File: src/rtl/vga_pkg.sv
// Shared VGA-path types and constants used by the sprite drawers and the object mux.
package vga_pkg;

  localparam int RGB_W   = 8;
  localparam int MAX_OBJ = 8;

  typedef logic [RGB_W-1:0] rgb_t;

  localparam int OBJ_FROG   = 0;
  localparam int OBJ_CAR    = 1;
  localparam int OBJ_TRUCK  = 2;
  localparam int OBJ_SNAKE  = 3;

  typedef enum logic {
    ST_IDLE = 1'b0,
    ST_RUN  = 1'b1
  } mux_state_t;

endpackage

File: src/rtl/object_mux_collision_priority_select.sv
// Lowest-index-wins encoder over the per-object draw requests.
module priority_select
  import vga_pkg::*;
#(
  parameter int NUM_OBJ = 4
) (
  input  logic [NUM_OBJ-1:0] req,
  output logic [2:0]         idx,
  output logic               valid
);

  // Scanning downward lets the lowest set index overwrite the rest.
  always_comb begin
    idx   = 3'(NUM_OBJ);
    valid = 1'b0;
    for (int i = NUM_OBJ - 1; i >= 0; i--) begin
      if (req[i]) begin
        idx   = 3'(i);
        valid = 1'b1;
      end
    end
  end

endmodule

File: src/rtl/object_mux_collision.sv
// Priority pixel mux for the sprite drawers plus per-frame frog/hazard collision reporting.
module object_mux_collision
  import vga_pkg::*;
#(
  parameter int                 NUM_OBJ     = 4,
  parameter logic [NUM_OBJ-1:0] HAZARD_MASK = {{(NUM_OBJ-1){1'b1}}, 1'b0}
) (
  input  logic                     CLK,
  input  logic                     RESET,
  input  logic                     startOfFrame,
  input  logic [NUM_OBJ-1:0]       drawing_request,
  input  rgb_t [NUM_OBJ-1:0]       obj_RGB,
  input  rgb_t                     bg_RGB,
  input  logic                     clr_count,
  output rgb_t                     mVGA_RGB,
  output logic [2:0]               top_index,
  output logic                     collision,
  output logic [NUM_OBJ-1:0]       collision_mask,
  output logic [7:0]               hit_count
);

  localparam logic [NUM_OBJ-1:0] HAZ_ONLY = HAZARD_MASK & ~{{(NUM_OBJ-1){1'b0}}, 1'b1};

  function automatic logic [7:0] sat_inc(input logic [7:0] v);
    return (v == 8'hFF) ? v : v + 8'd1;
  endfunction

  logic [2:0]         sel_idx_p0;
  logic               sel_vld_p0;
  rgb_t               sel_rgb_p0;
  logic [NUM_OBJ-1:0] hit_bits_p0;
  logic               hit_now_p0;
  logic               report_p0;
  logic               frame_hit;
  logic [NUM_OBJ-1:0] frame_mask;
  mux_state_t         state_q, state_d;

  priority_select #(.NUM_OBJ(NUM_OBJ)) u_prio (
    .req   (drawing_request),
    .idx   (sel_idx_p0),
    .valid (sel_vld_p0)
  );

  always_comb begin
    sel_rgb_p0 = bg_RGB;
    for (int i = 0; i < NUM_OBJ; i++) begin
      if (sel_vld_p0 && (sel_idx_p0 == 3'(i))) sel_rgb_p0 = obj_RGB[i];
    end
  end

  assign hit_bits_p0 = drawing_request & HAZ_ONLY & {NUM_OBJ{drawing_request[0]}};
  assign hit_now_p0  = |hit_bits_p0;
  assign report_p0   = (state_q == ST_RUN) && startOfFrame;

  always_comb begin
    state_d = state_q;
    if ((state_q == ST_IDLE) && startOfFrame) state_d = ST_RUN;
  end

  always_ff @(posedge CLK or posedge RESET) begin
    if (RESET) state_q <= ST_IDLE;
    else       state_q <= state_d;
  end

  // p0 -> p1: registered pixel output
  always_ff @(posedge CLK or posedge RESET) begin
    if (RESET) begin
      mVGA_RGB  <= '0;
      top_index <= '0;
    end else begin
      mVGA_RGB  <= sel_rgb_p0;
      top_index <= sel_idx_p0;
    end
  end

  // Frame accumulators; a frame boundary reloads so the first pixel belongs to the new frame.
  always_ff @(posedge CLK or posedge RESET) begin
    if (RESET) begin
      frame_hit  <= 1'b0;
      frame_mask <= '0;
    end else if (startOfFrame) begin
      frame_hit  <= hit_now_p0;
      frame_mask <= hit_bits_p0;
    end else if (state_q == ST_RUN) begin
      frame_hit  <= frame_hit | hit_now_p0;
      frame_mask <= frame_mask | hit_bits_p0;
    end
  end

  // p0 -> p1: per-frame report, clear beats increment
  always_ff @(posedge CLK or posedge RESET) begin
    if (RESET) begin
      collision      <= 1'b0;
      collision_mask <= '0;
      hit_count      <= '0;
    end else begin
      collision <= report_p0 && frame_hit;
      if (report_p0) collision_mask <= frame_mask;
      if (clr_count)                   hit_count <= '0;
      else if (report_p0 && frame_hit) hit_count <= sat_inc(hit_count);
    end
  end

endmodule

File: config.mk
export PLATFORM = sky130hd
export DESIGN_NAME = object_mux_collision
export DESIGN_NICKNAME = d
export VERILOG_FILES = /design/src/rtl/vga_pkg.sv /design/src/rtl/object_mux_collision_priority_select.sv /design/src/rtl/object_mux_collision.sv
export SDC_FILE = /design/constraint.sdc
export NUM_CORES = 1
export LEC_CHECK = 0
export CAP_MARGIN = 5
export CORE_AREA = 8 8 70 72
export DETAILED_ROUTE_END_ITERATION = 7
export DIE_AREA = 0 0 78 80
export PLACE_DENSITY = 0.78
export SLEW_MARGIN = 30
export SYNTH_ARGS = -nofsm -noshare
export SYNTH_HDL_FRONTEND = slang
export SYNTH_SLANG_ARGS = --single-unit
File: constraint.sdc
create_clock -name CLK -period 2.3 [get_ports CLK]
set_input_delay 0.69 -clock CLK [delete_from_list [all_inputs] [get_ports CLK]]
set_output_delay 0.69 -clock CLK [all_outputs]
set_load 0.01 [all_outputs]
==> results.md, run 1 <==
- I/O pins: 72
- Share of cells above drive strength 1: 7.87%
- Cts repair resizes: 0
- Diode count: 0
- Largest net degree at the start of global routing: 29
- Max-cap violations: 0
- Final nets: between 200 and 300
- Max Clk Rate: between 400 and 500 MHz
- Post-synth EDFFs: 0
- PD cells: about 500 mW/mm^2
- GP Congestion: about 0.79
- Final ANT Viol Nets: 0
- Syn Nets: ~190
- Initial core utilization: 37.9%
- Mapped cell area: 0.00146 mm^2
- Post-synthesis area per instance: 10.3 um^2
- Synth top area cells: dfrtp_1 48%, a221o_1 5.5%, o22a_1 4.8%
- # rows: 23
- Buf/Inv on CP: 1
- Yosys top cell area share: ~48%
- R2R Path Start: hit_count[0]$_DFFE_PP0P_
- Clock Skew: around 0.0019 ns
- CP max stage delay: a little under 0.6 ns
- # port buffers: 70
- CTS Buffer Depth: 2
- Setup TNS: 0 ns
- Setup bufs post-CTS: 0
- 1st-iter DRT viols: 61
- TritonCTS clock tree: built
- Final design utilization: 59.5%
- Post-DP HPWL: about 3.3 mm
- Ys async rst share: 100%
- GRT Resource Usage Total: 14.1%
- CP cell instances: clkdlybuf4s50_1
- CORE AREA: slightly below 0.004 mm^2
- Vias in the first global route: approximately 1500
- Hold Buf Count CTS: 0
- DRC: 0
- Grt ovf: 0
- Most used DFF post-synth: dfrtp_1
- Clk Latency, worst-skew pair: about 0.27 ns
- Status: completed
- Hold Crit Class: flip-flop to flip-flop
- CTS Buf Count: 3
- CP max-delay cell: clkdlybuf4s50_1
- Final wirelength: around 4.1 mm
- Final min period: 2.00 ns
- Sink Count: 28
- Synth unique cells: 36
- Reg2Reg Setup Slack: roughly 0.62 ns
- Highest-count cells in the layout ignoring fill and taps: 70 x clkdlybuf4s50_1, 28 x dfrtp_1, 17 x nand2_1
- RSZ-0062 raised after global routing: no
- Hold_sp: collision_mask[3]$_DFFE_PP0P_
- Tot Pwr: 1120 uW
- Pleak: between 0.0009 and 0.001 uW
- WS Path Type: flip-flop to primary output
- Seq/Total Area, Yosys: between 40 and 50%
- Total iterations of the first detailed-routing run: 4
- Yosys warnings: 0
- Hold Violations, Final: 0
- CP required: 1.61 ns
- Seq cells post-synth: 28
- Kind of cell adding the most delay to the critical path: buffers and inverters
- Die Ht: around 80 um
- DR vias: roughly 1400
- Die X: ~80 um
- Initial antenna violation count: 0
- Startpoint types: flip-flop
- VDD IR max: roughly 220 uV
- Yosys top cell by area: dfrtp_1
- CP Max Fanout: 8
- Vias per cell: just over 5
- Post-Layout Cell Count: roughly 270
- Final Max Slew Viols: 0
- Tcrit/Tclk final: between 80 and 90%
- Routed len/inst: around 16 um
- Setup crit end kind: primary output
- Root buf cell: clkbuf_8
- Commonest non-fill, non-tap cell in the layout: clkdlybuf4s50_1
- Placed cells: roughly 260
- First-pass GRT wire length: ~7.1 mm
- Dpl ws: approximately 0.011 ns
- Setup-failing EPs final: 0
- Setup ws final: between 0.2 and 0.3 ns
- # H-tree levels: 1
- Arr. time, crit path: roughly 1.3 ns
- Worst Setup SP: hit_count[4]$_DFFE_PP0P_
- Clock-pin slew on the worst setup and hold paths: around 0.09 ns
- Total die area: 0.00624 mm^2
- Syn Inst Count: around 140
- Syn-to-layout area delta: 57.2%
[area by class of cell]
cell class,count,area (um^2)
clock buffers,4,55.1
repair buffers,77,766
fillers,353,1560
inverters,7,26.3
well taps,50,62.6
multi-input cells,100,684
flip-flops and latches,28,701
[per-layer routing]
layer  vias up  wire (um)  GRT usage (%)  part of all wire, %
met5         -          0              0                    0
met4         0         67           5.56                  1.6
met3         6        474           6.87                   11
met2        61       1880           22.8                   45
met1       629       1710           15.6                   41
li1        681          -              -                    -
[flip-flops by register name, summed over array words and instances (netlist names)]
| signal | cells |
|---|---|
| frame_mask | 3 |
| collision_mask | 3 |
| frame_hit | 1 |
| collision | 1 |
| mVGA_RGB | 8 |
| hit_count | 8 |
| state_q | 1 |
| top_index | 3 |
[power by group]
| group | leakage, uW | switching (uW) | total, uW | internal (uW) |
|---|---|---|---|---|
| logic | 0.000577 | 107 | 277 | 170 |
| clock network | 0.0000288 | 150 | 303 | 153 |
| registers | 0.000353 | 14.1 | 540 | 526 |
[stage by stage]
step / instance area, um^2 / hold WS [ns]
floorplan: 1460 / 0.501
global placement: 2240 / 0.463
detailed placement: 2240 / 0.473
CTS: 2290 / 0.495
global route: 2290 / 0.516
finish: 2290 / 0.487
[cells by family (layout without fill, tap and decap cells)]
kind of cell / count (synthesis) / after routing / share of synthesized area [%]
and+or+nand+nor: 49 / 49 / 21.3
AOI/OAI and AO/OA: 47 / 47 / 23.1
DFF: 28 / 28 / 48.0
buffers and inverters: 14 / 88 / 5.14
muxes: 2 / 2 / 1.46
adders and majority gates: 1 / 1 / 0.857
other: 1 / 1 / 0.257
[Yosys cell counts, drive strengths merged (3+ instances only)]
library cell	instances
nor2	3
a21oi	12
dfrtp	28
inv	7
a31oi	3
nor2b	3
o22a	8
and3	4
or3b	8
a311oi	3
buf	7
o21ai	7
nand2	17
a221o	8
[worst paths after layout]
check | end | depth (start not counted)
worst max-delay path | hit_count[4] | 1
worst min-delay path | collision_mask[3]$_DFFE_PP0P_ | 2
worst max register to register | hit_count[0]$_DFFE_PP0P_ | 4
worst min register to register | collision_mask[3]$_DFFE_PP0P_ | 2
max in group asynchronous | collision_mask[1]$_DFFE_PP0P_ | 3
min in group asynchronous | hit_count[0]$_DFFE_PP0P_ | 3
[tightest hold or removal path, stage by stage (launching register included)]
cell	delay [ns]
dfrtp_1	0.35
nand2_1	0.04
o21ai_0	0.06
Note: power is estimated with default switching activity, not from simulation.
==> run 2: changes to the inputs <==
--- a/config.mk
+++ b/config.mk
@@ -6,10 +6,11 @@
 export NUM_CORES = 1
 export LEC_CHECK = 0
 export CAP_MARGIN = 5
-export CORE_AREA = 8 8 70 72
+export CORE_AREA = 3 3 65 67
 export DETAILED_ROUTE_END_ITERATION = 7
-export DIE_AREA = 0 0 78 80
+export DIE_AREA = 0 0 68 70
 export PLACE_DENSITY = 0.78
+export SKIP_CTS_REPAIR_TIMING = 1
 export SLEW_MARGIN = 30
 export SYNTH_ARGS = -nofsm -noshare
 export SYNTH_HDL_FRONTEND = slang
==> results.md, run 2 (synthesized netlist as in run 1, its figures left out) <==
- Clock Skew: 0.00117 ns (-0.000690 ns)
- CP Max Fanout: 9 (+1)
- GRT Resource Usage Total: 17.3% (+3.2 points)
- Routed len/inst: 14.6 um (-5.9%)
- Grt ovf: 0 (unchanged)
- Die Ht: 70 um (-13%)
- Highest-count cells in the layout ignoring fill and taps: 70 x clkdlybuf4s50_1, 28 x dfrtp_1, 17 x nand2_1
- DR vias: 1418 (+3.0%)
- GP Congestion: 0.899 (+14%)
- Root buf cell: clkbuf_8
- Sink Count: 28 (unchanged)
- Commonest non-fill, non-tap cell in the layout: clkdlybuf4s50_1
- First-pass GRT wire length: 6.34 mm (-11%)
- PD cells: 485 mW/mm^2 (-0.71%)
- Hold Crit Class: flip-flop to flip-flop
- Initial core utilization: 39.6% (+1.7 points)
- I/O pins: 72 (unchanged)
- 1st-iter DRT viols: 147 (+140%)
- # H-tree levels: 1 (unchanged)
- Total die area: 0.00476 mm^2 (-24%)
- Met3 usage: 6.59% (-0.28 points)
- CTS Buf Count: 3 (unchanged)
- Initial antenna violation count: 0 (unchanged)
- CP required: 2.51 ns (+0.90 ns)
- Final wirelength: 3.88 mm (-5.9%)
- Tcrit/Tclk final: 89.7% (+2.6 points)
- M1 GR Usage: 19.8% (+4.2 points)
- Arr. time, crit path: 2.27 ns (+0.96 ns)
- Setup crit end kind: flip-flop
- Final ANT Viol Nets: 0 (unchanged)
- DRC: 0 (unchanged)
- Final Max Slew Viols: 0 (unchanged)
- VDD IR max: 209 uV (-3.5%)
- Final nets: 268 (+0.75%)
- Setup ws final: 0.238 ns (-0.0602 ns)
- Setup-failing EPs final: 0 (unchanged)
- Status: completed
- Vias per cell: 5.33 (+3.0%)
- Post-DP HPWL: 3.21 mm (-3.8%)
- Vias in the first global route: 1482 (-2.4%)
- TritonCTS clock tree: built
- Most Crowded Layer GR: met2
- Clock-pin slew on the worst setup and hold paths: 0.09 ns (about the same)
- Max-cap violations: 0 (unchanged)
- # rows: 22 (-4.3%)
- Dpl ws: -0.0188 ns (-0.0297 ns)
- Diode count: 0 (unchanged)
- Clk Latency, worst-skew pair: 0.26 ns (about the same)
- Final min period: 2.06 ns (+0.0602 ns)
- # port buffers: 70 (unchanged)
- Setup TNS: 0 ns (unchanged)
- Hold Violations, Final: 0 (unchanged)
- Pleak: 0.000964 uW (+0.52%)
- Share of cells above drive strength 1: 8.72% (+0.85 points)
- Largest net degree at the start of global routing: 29 (unchanged)
- CTS Buffer Depth: 2 (unchanged)
- Biggest regs: hit_count (8), mVGA_RGB (8)
- Startpoint types: input port
- Max Clk Rate: 485 MHz (-2.9%)
- Die X: 68 um (-13%)
- M2 GR Usage: 27.2% (+4.4 points)
- Total iterations of the first detailed-routing run: 4 (unchanged)
- RSZ-0062 raised after global routing: no
- CORE AREA: 0.00369 mm^2 (-4.3%)
- WS Path Type: input port to flip-flop
- Syn-to-layout area delta: 57.2% (unchanged)
## run 2: cell count changes in the layout (fill, tap and decap cells not counted)
cell,delta
buf_4,+3
buf_12,-1
## run 2: final cells by class
class	instances	area, um^2
Clock buffer	4	55.1
Fill cell	315	1390
Inverter	7	26.3
Multi-Input combinational cell	100	684
Sequential cell	28	701
Tap cell	48	60.1
Timing Repair Buffer	79	768
## run 2: metrics by stage
stage,power (uW),hold WS [ns],instance area (um^2),util [%],std cells
3_5_place_dp,830,0.473,2240,60.7,262
6_report,1110,0.489,2290,62.2,266
2_1_floorplan,656,0.501,1460,-,142
3_3_place_gp,824,0.465,2240,60.7,262
4_1_cts,1120,0.493,2290,62.2,266
5_1_grt,1170,0.520,2290,62.2,266
## run 2: path summary, 6_finish.rpt
kind	startpoint	slack, ns	end	cells past startpoint
min in group asynchronous	RESET	0.78	hit_count[1]$_DFFE_PP0P_	3
worst min-delay path	collision_mask[2]$_DFFE_PP0P_	0.49	collision_mask[2]$_DFFE_PP0P_	2
worst max register to register	hit_count[0]$_DFFE_PP0P_	0.56	hit_count[0]$_DFFE_PP0P_	4
worst min register to register	collision_mask[2]$_DFFE_PP0P_	0.49	collision_mask[2]$_DFFE_PP0P_	2
max in group asynchronous	RESET	1.27	collision_mask[3]$_DFFE_PP0P_	3
worst max-delay path	drawing_request[2]	0.24	mVGA_RGB[4]$_DFF_PP0_	5
## run 2: power breakdown
part	switching [uW]	internal (uW)	leakage, uW
Combinational	108	170	0.000582
Sequential	15.0	526	0.000353
Clock	140	153	0.0000288
Total	263	849	0.000964
## run 2: per-layer routing
layer	up-vias	wire length, um
li1	677	-
met1	652	1490
met2	81	1850
met3	8	429
met4	0	116
met5	-	0
## run 2: worst max-delay path, cell delays in order
cell and delay [ns]:
clkdlybuf4s50_1 0.53, buf_4 0.22, nor4b_4 0.49, a221o_1 0.21, o22a_1 0.13
==> run 3: changes to the inputs <==
--- a/config.mk
+++ b/config.mk
@@ -10,6 +10,7 @@
 export DETAILED_ROUTE_END_ITERATION = 7
 export DIE_AREA = 0 0 68 70
 export PLACE_DENSITY = 0.78
+export RECOVER_POWER = 100
 export SKIP_CTS_REPAIR_TIMING = 1
 export SLEW_MARGIN = 30
 export SYNTH_ARGS = -nofsm -noshare
==> results.md, run 3 (synthesized netlist as in run 1, its figures left out) <==
- TritonCTS clock tree: built
- Hold Violations, Final: 0 (unchanged)
- DR vias: 1425 (+0.49%)
- CP max-delay cell: dlygate4sd3_1
- Largest net degree at the start of global routing: 29 (unchanged)
- VDD IR max: 207 uV (-0.78%)
- Total iterations of the first detailed-routing run: 4 (unchanged)
- CTS Buf Count: 3 (unchanged)
- Fillers: 318 (+0.95%)
- Sink Count: 28 (unchanged)
- Top layer in use: met4
- Status: completed
- CTS Buffer Depth: 2 (unchanged)
- Clk Latency, worst-skew pair: 0.26 ns (about the same)
- Setup-failing EPs final: 0 (unchanged)
- FF+latch area: 701 um^2 (unchanged)
- Setup crit end kind: flip-flop
- Final wirelength: 3.90 mm (+0.46%)
- Vias in the first global route: 1482 (unchanged)
- Vias per cell: 5.36 (+0.49%)
- Final min period: 2.14 ns (+0.0805 ns)
- Total die area: 0.00476 mm^2 (unchanged)
- WS Path Type: input port to flip-flop
- Clock Skew: 0.00160 ns (+0.000430 ns)
- Met3 routed WL: 427 um (-0.47%)
- Placed cells: 262 (unchanged)
- Initial core utilization: 39.6% (unchanged)
- 1st-iter DRT viols: 158 (+7.5%)
- Buf/Inv on CP: 2 (unchanged)
- GRT Resource Usage Total: 17.3% (unchanged)
- First-pass GRT wire length: 6.34 mm (unchanged)
- Initial antenna violation count: 0 (unchanged)
- Worst slew pin tran: 0.679 ns
- Routed len/inst: 14.7 um (+0.46%)
- I/O pins: 72 (unchanged)
- Tcrit/Tclk final: 93.2% (+3.5 points)
- # H-tree levels: 1 (unchanged)
- Diode count: 0 (unchanged)
- # rows: 22 (unchanged)
- Kind of cell adding the most delay to the critical path: buffers and inverters
- Max-cap violations: 0 (unchanged)
- Final ANT Viol Nets: 0 (unchanged)
- Commonest non-fill, non-tap cell in the layout: clkdlybuf4s50_1
- Grt ovf: 0 (unchanged)
- M1 WL: 1.50 mm (+1.1%)
- Share of cells above drive strength 1: 7.80% (-0.92 points)
- Worst path depth: 5 (unchanged)
- CP required: 2.51 ns (about the same)
- Highest-count cells in the layout ignoring fill and taps: 44 x clkdlybuf4s50_1, 28 x dfrtp_1, 26 x dlygate4sd3_1
- Clock-pin slew on the worst setup and hold paths: 0.09 ns (about the same)
- Final Max Slew Viols: 0 (unchanged)
- Post-Layout Cell Count: 266 (unchanged)
- Hold Slack: 0.483 ns (-0.00587 ns)
- Biggest regs: hit_count (8), mVGA_RGB (8)
- CORE AREA: 0.00369 mm^2 (unchanged)
- GP Congestion: 0.899 (unchanged)
- PD cells: 480 mW/mm^2 (-0.89%)
- Die X: 68 um (unchanged)
- RSZ-0062 raised after global routing: no
- Arr. time, crit path: 2.35 ns (+0.08 ns)
- Worst R2R Path Depth: 4 (unchanged)
- Area occupied by multi-input gates: 684 um^2 (unchanged)
- CP max stage delay: 0.64 ns (+0.11 ns)
- Die Ht: 70 um (unchanged)
- Routed met2 length: 1.86 mm (+0.16%)
- Dpl ws: -0.0188 ns (unchanged)
- Hold Crit Class: flip-flop to flip-flop
- # port buffers: 70 (unchanged)
- Final nets: 268 (unchanged)
- Worst rel slew slack: a little over half
- Startpoint types: input port
- CP Max Fanout: 9 (unchanged)
- Post-DP HPWL: 3.21 mm (unchanged)
- Pleak: 0.00100 uW (+3.9%)
- Root buf cell: clkbuf_8
- DRC: 0 (unchanged)
- Max Clk Rate: 467 MHz (-3.8%)
- CP cell instances: dlygate4sd3_1 -> buf_4 -> nor4b_4 -> a221o_1 -> o22a_1
- Setup ws final: 0.157 ns (-0.0805 ns)
- Worst hold stages: 2 (unchanged)
- Syn-to-layout area delta: 56.5%
==> run 3: area by class of cell <==
type,instances,area share [%]
clock buffer,4,2.41
inverter,7,1.15
multi-input combinational,100,30.0
sequential,28,30.7
tap,48,2.63
timing repair buffer,79,33.2
==> run 3: layer usage <==
layer,vias up,track usage [%]
li1,680,-
met4,0,8.83
met5,-,0
met2,84,27.2
met1,653,19.8
met3,8,6.59
==> run 3: path summary, 6_finish.rpt <==
path	start	to	slack (ns)
worst max-delay path	drawing_request[2]	mVGA_RGB[4]$_DFF_PP0_	0.16
worst min-delay path	collision_mask[2]$_DFFE_PP0P_	collision_mask[2]$_DFFE_PP0P_	0.48
worst max register to register	hit_count[0]$_DFFE_PP0P_	hit_count[0]$_DFFE_PP0P_	0.57
worst min register to register	collision_mask[2]$_DFFE_PP0P_	collision_mask[2]$_DFFE_PP0P_	0.48
max in group asynchronous	RESET	hit_count[4]$_DFFE_PP0P_	0.83
min in group asynchronous	RESET	mVGA_RGB[6]$_DFF_PP0_	1.03
==> run 3: power breakdown <==
part	internal [uW]	switching, uW
sequential	526	13.7
combinational	156	108
clock	153	141
total	835	262
==> run 3: worst reg2reg max path, delay by kind of cell (launching register included) <==
| family | cells | cell delay [ns] |
|---|---|---|
| compound gates | 1 | 0.28 |
| fa+ha+maj | 1 | 0.28 |
| flops | 1 | 0.44 |
| mux | 1 | 0.37 |
| simple gates | 1 | 0.25 |
==> run 3: stage by stage <==
step	setup TNS [ns]	area, um^2	total power (uW)	utilization (%)
2_1_floorplan	0	1460	656	-
3_3_place_gp	0	2240	824	60.7
3_5_place_dp	-0.0240	2240	830	60.7
4_1_cts	0	2290	1120	62.2
5_1_grt	0	2280	1160	61.9
6_report	0	2280	1100	61.9
